$ cat src/rtl/pipe_ctrl_pkg.sv
`default_nettype none
// ============================================================================
//  Module      : pipe_ctrl_pkg
//  Description : Shared types and constants for the pipeline hazard/sequencing
//                controller and its helpers.
//  Revision    : 1.0 - initial release
// ============================================================================
package pipe_ctrl_pkg;

    // Controller sequencing states: normal issue, or frozen on a data-memory access
    typedef enum logic {
        RUN      = 1'b0,
        MEM_WAIT = 1'b1
    } ctrl_state_t;

    // Architectural zero register: writes to it never create a dependency
    localparam int REG_ZERO = 0;

    // A data-memory access that has not completed this cycle
    function automatic logic mem_busy_f(input logic req, input logic ready);
        return req & ~ready;
    endfunction

endpackage
`default_nettype wire

$ cat src/rtl/pipeline_ctrl_if.sv
`default_nettype none
// ============================================================================
//  Module      : pipeline_ctrl_if
//  Description : Hazard inputs and pipeline-control outputs exchanged between
//                the datapath (master) and the pipeline controller (slave).
//  Revision    : 1.0 - initial release
// ============================================================================
interface pipeline_ctrl_if #(
    parameter int REG_BITS  = 5,
    parameter int CNT_WIDTH = 32
);
    // Decode / execute / memory stage status
    logic [REG_BITS-1:0]  id_rs1;
    logic [REG_BITS-1:0]  id_rs2;
    logic                 id_uses_rs1;
    logic                 id_uses_rs2;
    logic [REG_BITS-1:0]  ex_rd;
    logic                 ex_mem_read;
    logic                 ex_write_en;
    logic                 ex_branch_taken;
    logic                 mem_req;
    logic                 mem_ready;

    // Pipeline register controls
    logic                 pc_en;
    logic                 pc_sel;
    logic                 if_id_en;
    logic                 if_id_flush;
    logic                 id_ex_en;
    logic                 id_ex_flush;
    logic                 ex_mem_en;

    // Status / performance
    logic [CNT_WIDTH-1:0] stall_cnt;
    logic [CNT_WIDTH-1:0] flush_cnt;
    logic                 mem_error;

    modport master (
        output id_rs1, id_rs2, id_uses_rs1, id_uses_rs2,
        output ex_rd, ex_mem_read, ex_write_en, ex_branch_taken,
        output mem_req, mem_ready,
        input  pc_en, pc_sel, if_id_en, if_id_flush, id_ex_en, id_ex_flush, ex_mem_en,
        input  stall_cnt, flush_cnt, mem_error
    );

    modport slave (
        input  id_rs1, id_rs2, id_uses_rs1, id_uses_rs2,
        input  ex_rd, ex_mem_read, ex_write_en, ex_branch_taken,
        input  mem_req, mem_ready,
        output pc_en, pc_sel, if_id_en, if_id_flush, id_ex_en, id_ex_flush, ex_mem_en,
        output stall_cnt, flush_cnt, mem_error
    );

endinterface
`default_nettype wire

$ cat src/rtl/pipeline_ctrl_hazard_detect.sv
`default_nettype none
// ============================================================================
//  Module      : hazard_detect
//  Description : Purely combinational load-use detector. Flags when the
//                instruction in ID reads a register that a load in EX is
//                about to write (never for the zero register).
//  Revision    : 1.0 - initial release
// ============================================================================
module hazard_detect
    import pipe_ctrl_pkg::*;
#(
    parameter int REG_BITS = 5
) (
    input  wire logic [REG_BITS-1:0] id_rs1,
    input  wire logic [REG_BITS-1:0] id_rs2,
    input  wire logic                id_uses_rs1,
    input  wire logic                id_uses_rs2,
    input  wire logic [REG_BITS-1:0] ex_rd,
    input  wire logic                ex_mem_read,
    input  wire logic                ex_write_en,
    output logic                     load_use
);

    logic w_ex_load_dst;
    logic w_rs1_hit;
    logic w_rs2_hit;

    // Compare both ID sources against the destination of a producing load in EX
    always_comb begin
        w_ex_load_dst = ex_mem_read & ex_write_en & (ex_rd != REG_BITS'(REG_ZERO));
        w_rs1_hit     = id_uses_rs1 & (id_rs1 == ex_rd);
        w_rs2_hit     = id_uses_rs2 & (id_rs2 == ex_rd);
        load_use      = w_ex_load_dst & (w_rs1_hit | w_rs2_hit);
    end

endmodule
`default_nettype wire

$ cat src/rtl/pipeline_ctrl.sv
`default_nettype none
// ============================================================================
//  Module      : pipeline_ctrl
//  Description : Central hazard and sequencing controller for the 5-stage
//                pipeline. Generates PC / pipeline-register enables and
//                flushes for memory stalls, taken branches and load-use
//                hazards; keeps saturating stall/flush counters and a sticky
//                memory-timeout error.
//  Revision    : 1.0 - initial release
// ============================================================================
module pipeline_ctrl
    import pipe_ctrl_pkg::*;
#(
    parameter int REG_COUNT   = 32,
    parameter int REG_BITS    = $clog2(REG_COUNT),
    parameter int CNT_WIDTH   = 32,
    parameter int MEM_TIMEOUT = 64
) (
    input  wire logic       clk,
    input  wire logic       rstn,
    pipeline_ctrl_if.slave  bus
);

    localparam int WAIT_W = (MEM_TIMEOUT > 2) ? $clog2(MEM_TIMEOUT) : 1;
    localparam logic [WAIT_W-1:0] c_wait_last = WAIT_W'(MEM_TIMEOUT - 1);

    ctrl_state_t          r_state;
    ctrl_state_t          w_next_state;
    logic [WAIT_W-1:0]    r_wait_cnt;
    logic [CNT_WIDTH-1:0] r_stall_cnt;
    logic [CNT_WIDTH-1:0] r_flush_cnt;
    logic                 r_mem_error;

    logic w_load_use;
    logic w_mem_busy;
    logic w_timeout;
    logic w_mem_stall;
    logic w_branch_act;
    logic w_pc_en;
    logic w_pc_sel;
    logic w_if_id_en;
    logic w_if_id_flush;
    logic w_id_ex_en;
    logic w_id_ex_flush;
    logic w_ex_mem_en;

    hazard_detect #(
        .REG_BITS    (REG_BITS)
    ) u_hazard_detect (
        .id_rs1      (bus.id_rs1),
        .id_rs2      (bus.id_rs2),
        .id_uses_rs1 (bus.id_uses_rs1),
        .id_uses_rs2 (bus.id_uses_rs2),
        .ex_rd       (bus.ex_rd),
        .ex_mem_read (bus.ex_mem_read),
        .ex_write_en (bus.ex_write_en),
        .load_use    (w_load_use)
    );

    // Next state and pipeline controls; memory stall outranks branch outranks load-use
    always_comb begin
        w_next_state  = r_state;
        w_pc_en       = 1'b1;
        w_pc_sel      = 1'b0;
        w_if_id_en    = 1'b1;
        w_if_id_flush = 1'b0;
        w_id_ex_en    = 1'b1;
        w_id_ex_flush = 1'b0;
        w_ex_mem_en   = 1'b1;
        w_branch_act  = 1'b0;

        w_mem_busy = mem_busy_f(bus.mem_req, bus.mem_ready);
        // The last permitted wait cycle abandons the access instead of stalling
        w_timeout  = (r_state == MEM_WAIT) & w_mem_busy & (r_wait_cnt == c_wait_last);
        // The completion cycle in MEM_WAIT is still stalled; the pipe moves next cycle
        w_mem_stall = (w_mem_busy | (r_state == MEM_WAIT)) & ~w_timeout;

        case (r_state)
            RUN: begin
                if (w_mem_busy) begin
                    w_next_state = MEM_WAIT;
                end
            end
            MEM_WAIT: begin
                if (!w_mem_busy || w_timeout) begin
                    w_next_state = RUN;
                end
            end
            default: w_next_state = RUN;
        endcase

        if (w_mem_stall) begin
            // Freeze every stage; a pending branch stays in EX until release
            w_pc_en     = 1'b0;
            w_if_id_en  = 1'b0;
            w_id_ex_en  = 1'b0;
            w_ex_mem_en = 1'b0;
        end else if (bus.ex_branch_taken) begin
            // Redirect fetch and squash the two younger instructions
            w_pc_sel      = 1'b1;
            w_if_id_flush = 1'b1;
            w_id_ex_flush = 1'b1;
            w_branch_act  = 1'b1;
        end else if (w_load_use) begin
            // Hold IF and ID for one cycle and inject a bubble into EX
            w_pc_en       = 1'b0;
            w_if_id_en    = 1'b0;
            w_id_ex_flush = 1'b1;
        end
    end

    // State, wait counter, performance counters and sticky timeout error
    always_ff @(posedge clk or negedge rstn) begin
        if (!rstn) begin
            r_state     <= RUN;
            r_wait_cnt  <= '0;
            r_stall_cnt <= '0;
            r_flush_cnt <= '0;
            r_mem_error <= 1'b0;
        end else begin
            r_state <= w_next_state;

            if ((r_state == MEM_WAIT) && (w_next_state == MEM_WAIT)) begin
                r_wait_cnt <= r_wait_cnt + 1'b1;
            end else begin
                r_wait_cnt <= '0;
            end

            if (!w_pc_en && !(&r_stall_cnt)) begin
                r_stall_cnt <= r_stall_cnt + 1'b1;
            end

            if (w_branch_act && !(&r_flush_cnt)) begin
                r_flush_cnt <= r_flush_cnt + 1'b1;
            end

            if (w_timeout) begin
                r_mem_error <= 1'b1;
            end
        end
    end

    assign bus.pc_en       = w_pc_en;
    assign bus.pc_sel      = w_pc_sel;
    assign bus.if_id_en    = w_if_id_en;
    assign bus.if_id_flush = w_if_id_flush;
    assign bus.id_ex_en    = w_id_ex_en;
    assign bus.id_ex_flush = w_id_ex_flush;
    assign bus.ex_mem_en   = w_ex_mem_en;
    assign bus.stall_cnt   = r_stall_cnt;
    assign bus.flush_cnt   = r_flush_cnt;
    assign bus.mem_error   = r_mem_error;

endmodule
`default_nettype wire
$ cat src/flat_wrapper.sv
// flat-port wrapper written by rule: the top's interface ports become plain ports
module pipeline_ctrl_flat import pipe_ctrl_pkg::*;
#(
    parameter int REG_COUNT   = 32,
    parameter int REG_BITS    = $clog2(REG_COUNT),
    parameter int CNT_WIDTH   = 32,
    parameter int MEM_TIMEOUT = 64
)
  (clk, rstn, bus_id_rs1, bus_id_rs2, bus_id_uses_rs1, bus_id_uses_rs2, bus_ex_rd, bus_ex_mem_read, bus_ex_write_en, bus_ex_branch_taken, bus_mem_req, bus_mem_ready, bus_pc_en, bus_pc_sel, bus_if_id_en, bus_if_id_flush, bus_id_ex_en, bus_id_ex_flush, bus_ex_mem_en, bus_stall_cnt, bus_flush_cnt, bus_mem_error);
  pipeline_ctrl_if #(.REG_BITS(REG_BITS), .CNT_WIDTH(CNT_WIDTH)) bus_i ();
  input  wire logic clk;
  input  wire logic rstn;
  input wire logic [$bits(bus_i.id_rs1)-1:0] bus_id_rs1;
  input wire logic [$bits(bus_i.id_rs2)-1:0] bus_id_rs2;
  input wire logic [$bits(bus_i.id_uses_rs1)-1:0] bus_id_uses_rs1;
  input wire logic [$bits(bus_i.id_uses_rs2)-1:0] bus_id_uses_rs2;
  input wire logic [$bits(bus_i.ex_rd)-1:0] bus_ex_rd;
  input wire logic [$bits(bus_i.ex_mem_read)-1:0] bus_ex_mem_read;
  input wire logic [$bits(bus_i.ex_write_en)-1:0] bus_ex_write_en;
  input wire logic [$bits(bus_i.ex_branch_taken)-1:0] bus_ex_branch_taken;
  input wire logic [$bits(bus_i.mem_req)-1:0] bus_mem_req;
  input wire logic [$bits(bus_i.mem_ready)-1:0] bus_mem_ready;
  output wire logic [$bits(bus_i.pc_en)-1:0] bus_pc_en;
  output wire logic [$bits(bus_i.pc_sel)-1:0] bus_pc_sel;
  output wire logic [$bits(bus_i.if_id_en)-1:0] bus_if_id_en;
  output wire logic [$bits(bus_i.if_id_flush)-1:0] bus_if_id_flush;
  output wire logic [$bits(bus_i.id_ex_en)-1:0] bus_id_ex_en;
  output wire logic [$bits(bus_i.id_ex_flush)-1:0] bus_id_ex_flush;
  output wire logic [$bits(bus_i.ex_mem_en)-1:0] bus_ex_mem_en;
  output wire logic [$bits(bus_i.stall_cnt)-1:0] bus_stall_cnt;
  output wire logic [$bits(bus_i.flush_cnt)-1:0] bus_flush_cnt;
  output wire logic [$bits(bus_i.mem_error)-1:0] bus_mem_error;
  assign bus_i.id_rs1 = bus_id_rs1;
  assign bus_i.id_rs2 = bus_id_rs2;
  assign bus_i.id_uses_rs1 = bus_id_uses_rs1;
  assign bus_i.id_uses_rs2 = bus_id_uses_rs2;
  assign bus_i.ex_rd = bus_ex_rd;
  assign bus_i.ex_mem_read = bus_ex_mem_read;
  assign bus_i.ex_write_en = bus_ex_write_en;
  assign bus_i.ex_branch_taken = bus_ex_branch_taken;
  assign bus_i.mem_req = bus_mem_req;
  assign bus_i.mem_ready = bus_mem_ready;
  assign bus_pc_en = bus_i.pc_en;
  assign bus_pc_sel = bus_i.pc_sel;
  assign bus_if_id_en = bus_i.if_id_en;
  assign bus_if_id_flush = bus_i.if_id_flush;
  assign bus_id_ex_en = bus_i.id_ex_en;
  assign bus_id_ex_flush = bus_i.id_ex_flush;
  assign bus_ex_mem_en = bus_i.ex_mem_en;
  assign bus_stall_cnt = bus_i.stall_cnt;
  assign bus_flush_cnt = bus_i.flush_cnt;
  assign bus_mem_error = bus_i.mem_error;
  pipeline_ctrl #(.REG_COUNT(REG_COUNT), .REG_BITS(REG_BITS), .CNT_WIDTH(CNT_WIDTH), .MEM_TIMEOUT(MEM_TIMEOUT)) u_core (.clk(clk), .rstn(rstn), .bus(bus_i));
endmodule
$ cat config.mk
export PLATFORM = sky130hd
export DESIGN_NAME = pipeline_ctrl_flat
export DESIGN_NICKNAME = d
export VERILOG_FILES = /design/src/rtl/pipe_ctrl_pkg.sv /design/src/rtl/pipeline_ctrl_if.sv /design/src/rtl/pipeline_ctrl_hazard_detect.sv /design/src/rtl/pipeline_ctrl.sv /design/src/flat_wrapper.sv
export SDC_FILE = /design/constraint.sdc
export NUM_CORES = 1
export LEC_CHECK = 0
export CORE_MARGIN = 2
export CORE_UTILIZATION = 48
export DETAILED_ROUTE_END_ITERATION = 6
export GPL_TIMING_DRIVEN = 0
export PLACE_DENSITY = 0.8
export SLEW_MARGIN = 20
export SYNTH_ARGS = -nofsm -noshare
export SYNTH_HDL_FRONTEND = slang
export SYNTH_SLANG_ARGS = --single-unit
$ cat constraint.sdc
create_clock -name clk -period 2.65 [get_ports clk]
set_input_delay 0.53 -clock clk [delete_from_list [all_inputs] [get_ports clk]]
set_output_delay 0.53 -clock clk [all_outputs]
set_load 0.01 [all_outputs]
==> flow_summary.json <==
{
  "p_per_area_nw_per_um2": 605,
  "cp_data_required_time_ns": 2.12,
  "grt_max_degree": 40,
  "period_minus_slack_ns": 2.60,
  "gp_congestion": 0.862,
  "slew_violations": 0,
  "seq_area_frac_synth_pct": 51.7,
  "finalSetupViolations": 0,
  "hpwl_mm": 5.40,
  "drt_iter0_drc": 128,
  "min_period_over_period_pct": 98.2,
  "regToRegStartpoint": "u_core.bus.flush_cnt[4]$_DFFE_PN0P_",
  "clkLatencyLatePin_ns": 0.34,
  "critPathMaxFanout": 2,
  "num_io_pins": 96,
  "ir_worst_vdd_v": 0.000299,
  "grt_pass1_vias": 2647,
  "clk_transition_reported_paths_ns": 0.07,
  "syn_inst": 322,
  "final_cell_mix": "clkdlybuf4s50_1 (79), dfrtp_1 (72), xnor2_1 (48), nand2_1 (31), nor2_1 (27)",
  "synth_seq_cells": 72,
  "cts_tree": "yes",
  "pre_cts_ws_ns": -0.670,
  "cts_buffer_depth": 2,
  "row_count": 31,
  "slowest_stage": "clkdlybuf4s50_1",
  "status": "complete, no violations",
  "avgSynthCellArea_um2": 10.8,
  "wl_mm": 7.44,
  "rsz0062_at_grt": "yes",
  "max-slew-margin-rel_pct": 65.6,
  "dieArea_um2": 7960,
  "r2r_slack_ns": 0.34,
  "wire_per_inst_um": 13.8,
  "fmax_mhz": 384,
  "drc": 0,
  "cp_num_buf_inv": 4,
  "post-route-util_pct": 68.0,
  "worstMarginPinSlew_ns": 0.512,
  "syn_area_um2": 3490,
  "end_kind": "output pin",
  "die_y_um": 89.2,
  "synth_nets": 349,
  "tns_ns": 0,
  "firstDrtPassIters": 5,
  "dominantRegCellSynth": "dfrtp_1",
  "cp_cell_sequence": "clkdlybuf4s50_1 -> xor2_1 -> nor4_2 -> a32oi_2 -> o31ai_4 -> inv_2 -> buf_6 -> buf_6",
  "power_mw": 2.94,
  "cp_common_cell": "buf_6",
  "cp-start-kind": "input pin",
  "final_common_cell": "clkdlybuf4s50_1",
  "cts_sinks": 72,
  "drt.antenna.violating_nets": 0,
  "p_leak_nw": 2.06,
  "nNetsFinal": 461,
  "crit_family": "buffers and inverters",
  "htreeDepth": 3,
  "io_buffers": 95,
  "area_delta_synth_final_pct": 39.2,
  "drive_gt1_share_pct": 11.9,
  "vias_per_cell": 5.06,
  "antenna_cells": 0,
  "vias": 2719,
  "timing.final.ws_setup_ns": 0.0473,
  "clock_skew_ns": 0.0109,
  "antenna_found_initial": 0,
  "ys_types": 40,
  "worst_r2r_endpoint": "u_core.bus.flush_cnt[26]$_DFFE_PN0P_",
  "cts_buffers": 9,
  "grt_pass1_wl_mm": 11.9,
  "critical_path_arrival_ns": 2.07,
  "crit_path_max_incr_delay_ns": 0.42,
  "hold_violations": 0,
  "die_w_um": 89.2,
  "critical_path_class": "in2out",
  "synth_edf_count": 0,
  "synth-async-reset-ratio_pct": 100,
  "grt_usage_pct": 19.5,
  "maxCapViolations": 0,
  "overflow": 0,
  "yosys_warnings": 0,
  "ff2ff_path_depth": 7,
  "holdCritPathClass": "in2async",
  "start_util_pct": 48.8,
  "root_buffer": "clkbuf_8",
  "core_um2": 7140
}
layout make-up:
| cell class | instances | area, um2 |
|---|---|---|
| sequential | 72 | 1800 |
| multi-input combinational | 234 | 1630 |
| inverter | 9 | 33.8 |
| fill | 564 | 2280 |
| clock buffer | 12 | 155 |
| tap | 99 | 124 |
| clock inverter | 3 | 65.1 |
| buffer | 7 | 55.1 |
| timing repair buffer | 101 | 993 |
worst max path at each step:
stage / to / from / slack [ns] / cells after the start
after floorplan: u_core.bus.stall_cnt[5]$_DFFE_PN0P_ / bus_ex_rd[3] / 0.28 / 8
after global placement: u_core.bus.stall_cnt[21]$_DFFE_PN0P_ / rstn / -1.36 / 1
after detailed placement: bus_pc_en / bus_ex_rd[3] / -0.67 / 8
after CTS: bus_pc_en / bus_ex_rd[0] / -0.04 / 8
after global routing: bus_pc_en / bus_id_rs2[0] / -0.03 / 8
final: bus_pc_en / bus_id_rs2[0] / 0.05 / 8
cells in the mapped netlist (6+ instances only):
cell type,instances,share of area (%)
nor3_1,11,1.6
nand2_1,31,3.3
and3_1,6,1.1
nand4_1,18,3.2
inv_1,9,0.97
dfrtp_1,72,52
xor2_1,25,6.3
nor2_1,27,2.9
xnor2_1,48,12
nand3_1,26,3.7
cell families after synthesis:
group                      synth area share [%]
AOI/OAI and AO/OA                          2.91
xor gates and xnor gates                   19.3
adders and majority gates                  1.08
buffers and inverters                      2.37
DFF                                        51.7
muxes                                     0.969
and+or+nand+nor                            21.7
power breakdown:
| group | total (mW) | internal, mW | switching (mW) |
|---|---|---|---|
| sequential | 1.36 | 1.21 | 0.146 |
| combinational | 0.622 | 0.362 | 0.259 |
| clock | 0.958 | 0.576 | 0.382 |
stage by stage:
| stage | hold slack [ns] | instance area (um2) | instances |
|---|---|---|---|
| after global placement | 0.450 | 4560 | 516 |
| final | 0.129 | 4850 | 537 |
| after global routing | 0.167 | 4850 | 537 |
| after floorplan | 0.234 | 3490 | 322 |
| after detailed placement | 0.467 | 4580 | 517 |
| after CTS | 0.139 | 4840 | 536 |
layer usage:
metal	up-vias	global-route usage [%]	wire (um)
li1	1318	-	-
met1	1331	25.4	3340
met2	60	31.2	3710
met3	10	3.69	238
met4	0	9.50	148
met5	-	0	0
flip-flops by register name, indices dropped and copies added (netlist names):
register and flops:
u_core.bus.stall_cnt 32, u_core.r_wait_cnt 6, u_core.bus.mem_error 1, u_core.bus.flush_cnt 32, u_core.r_state 1
what timing repair did:
action                                  CTS  global route
gates resized for setup                  27             7
hold buffers                              0             0
pin swaps                                 5             3
buffers inserted                          4             1
endpoints found under the setup margin   26            26
Power figures use the tool's default switching activity.
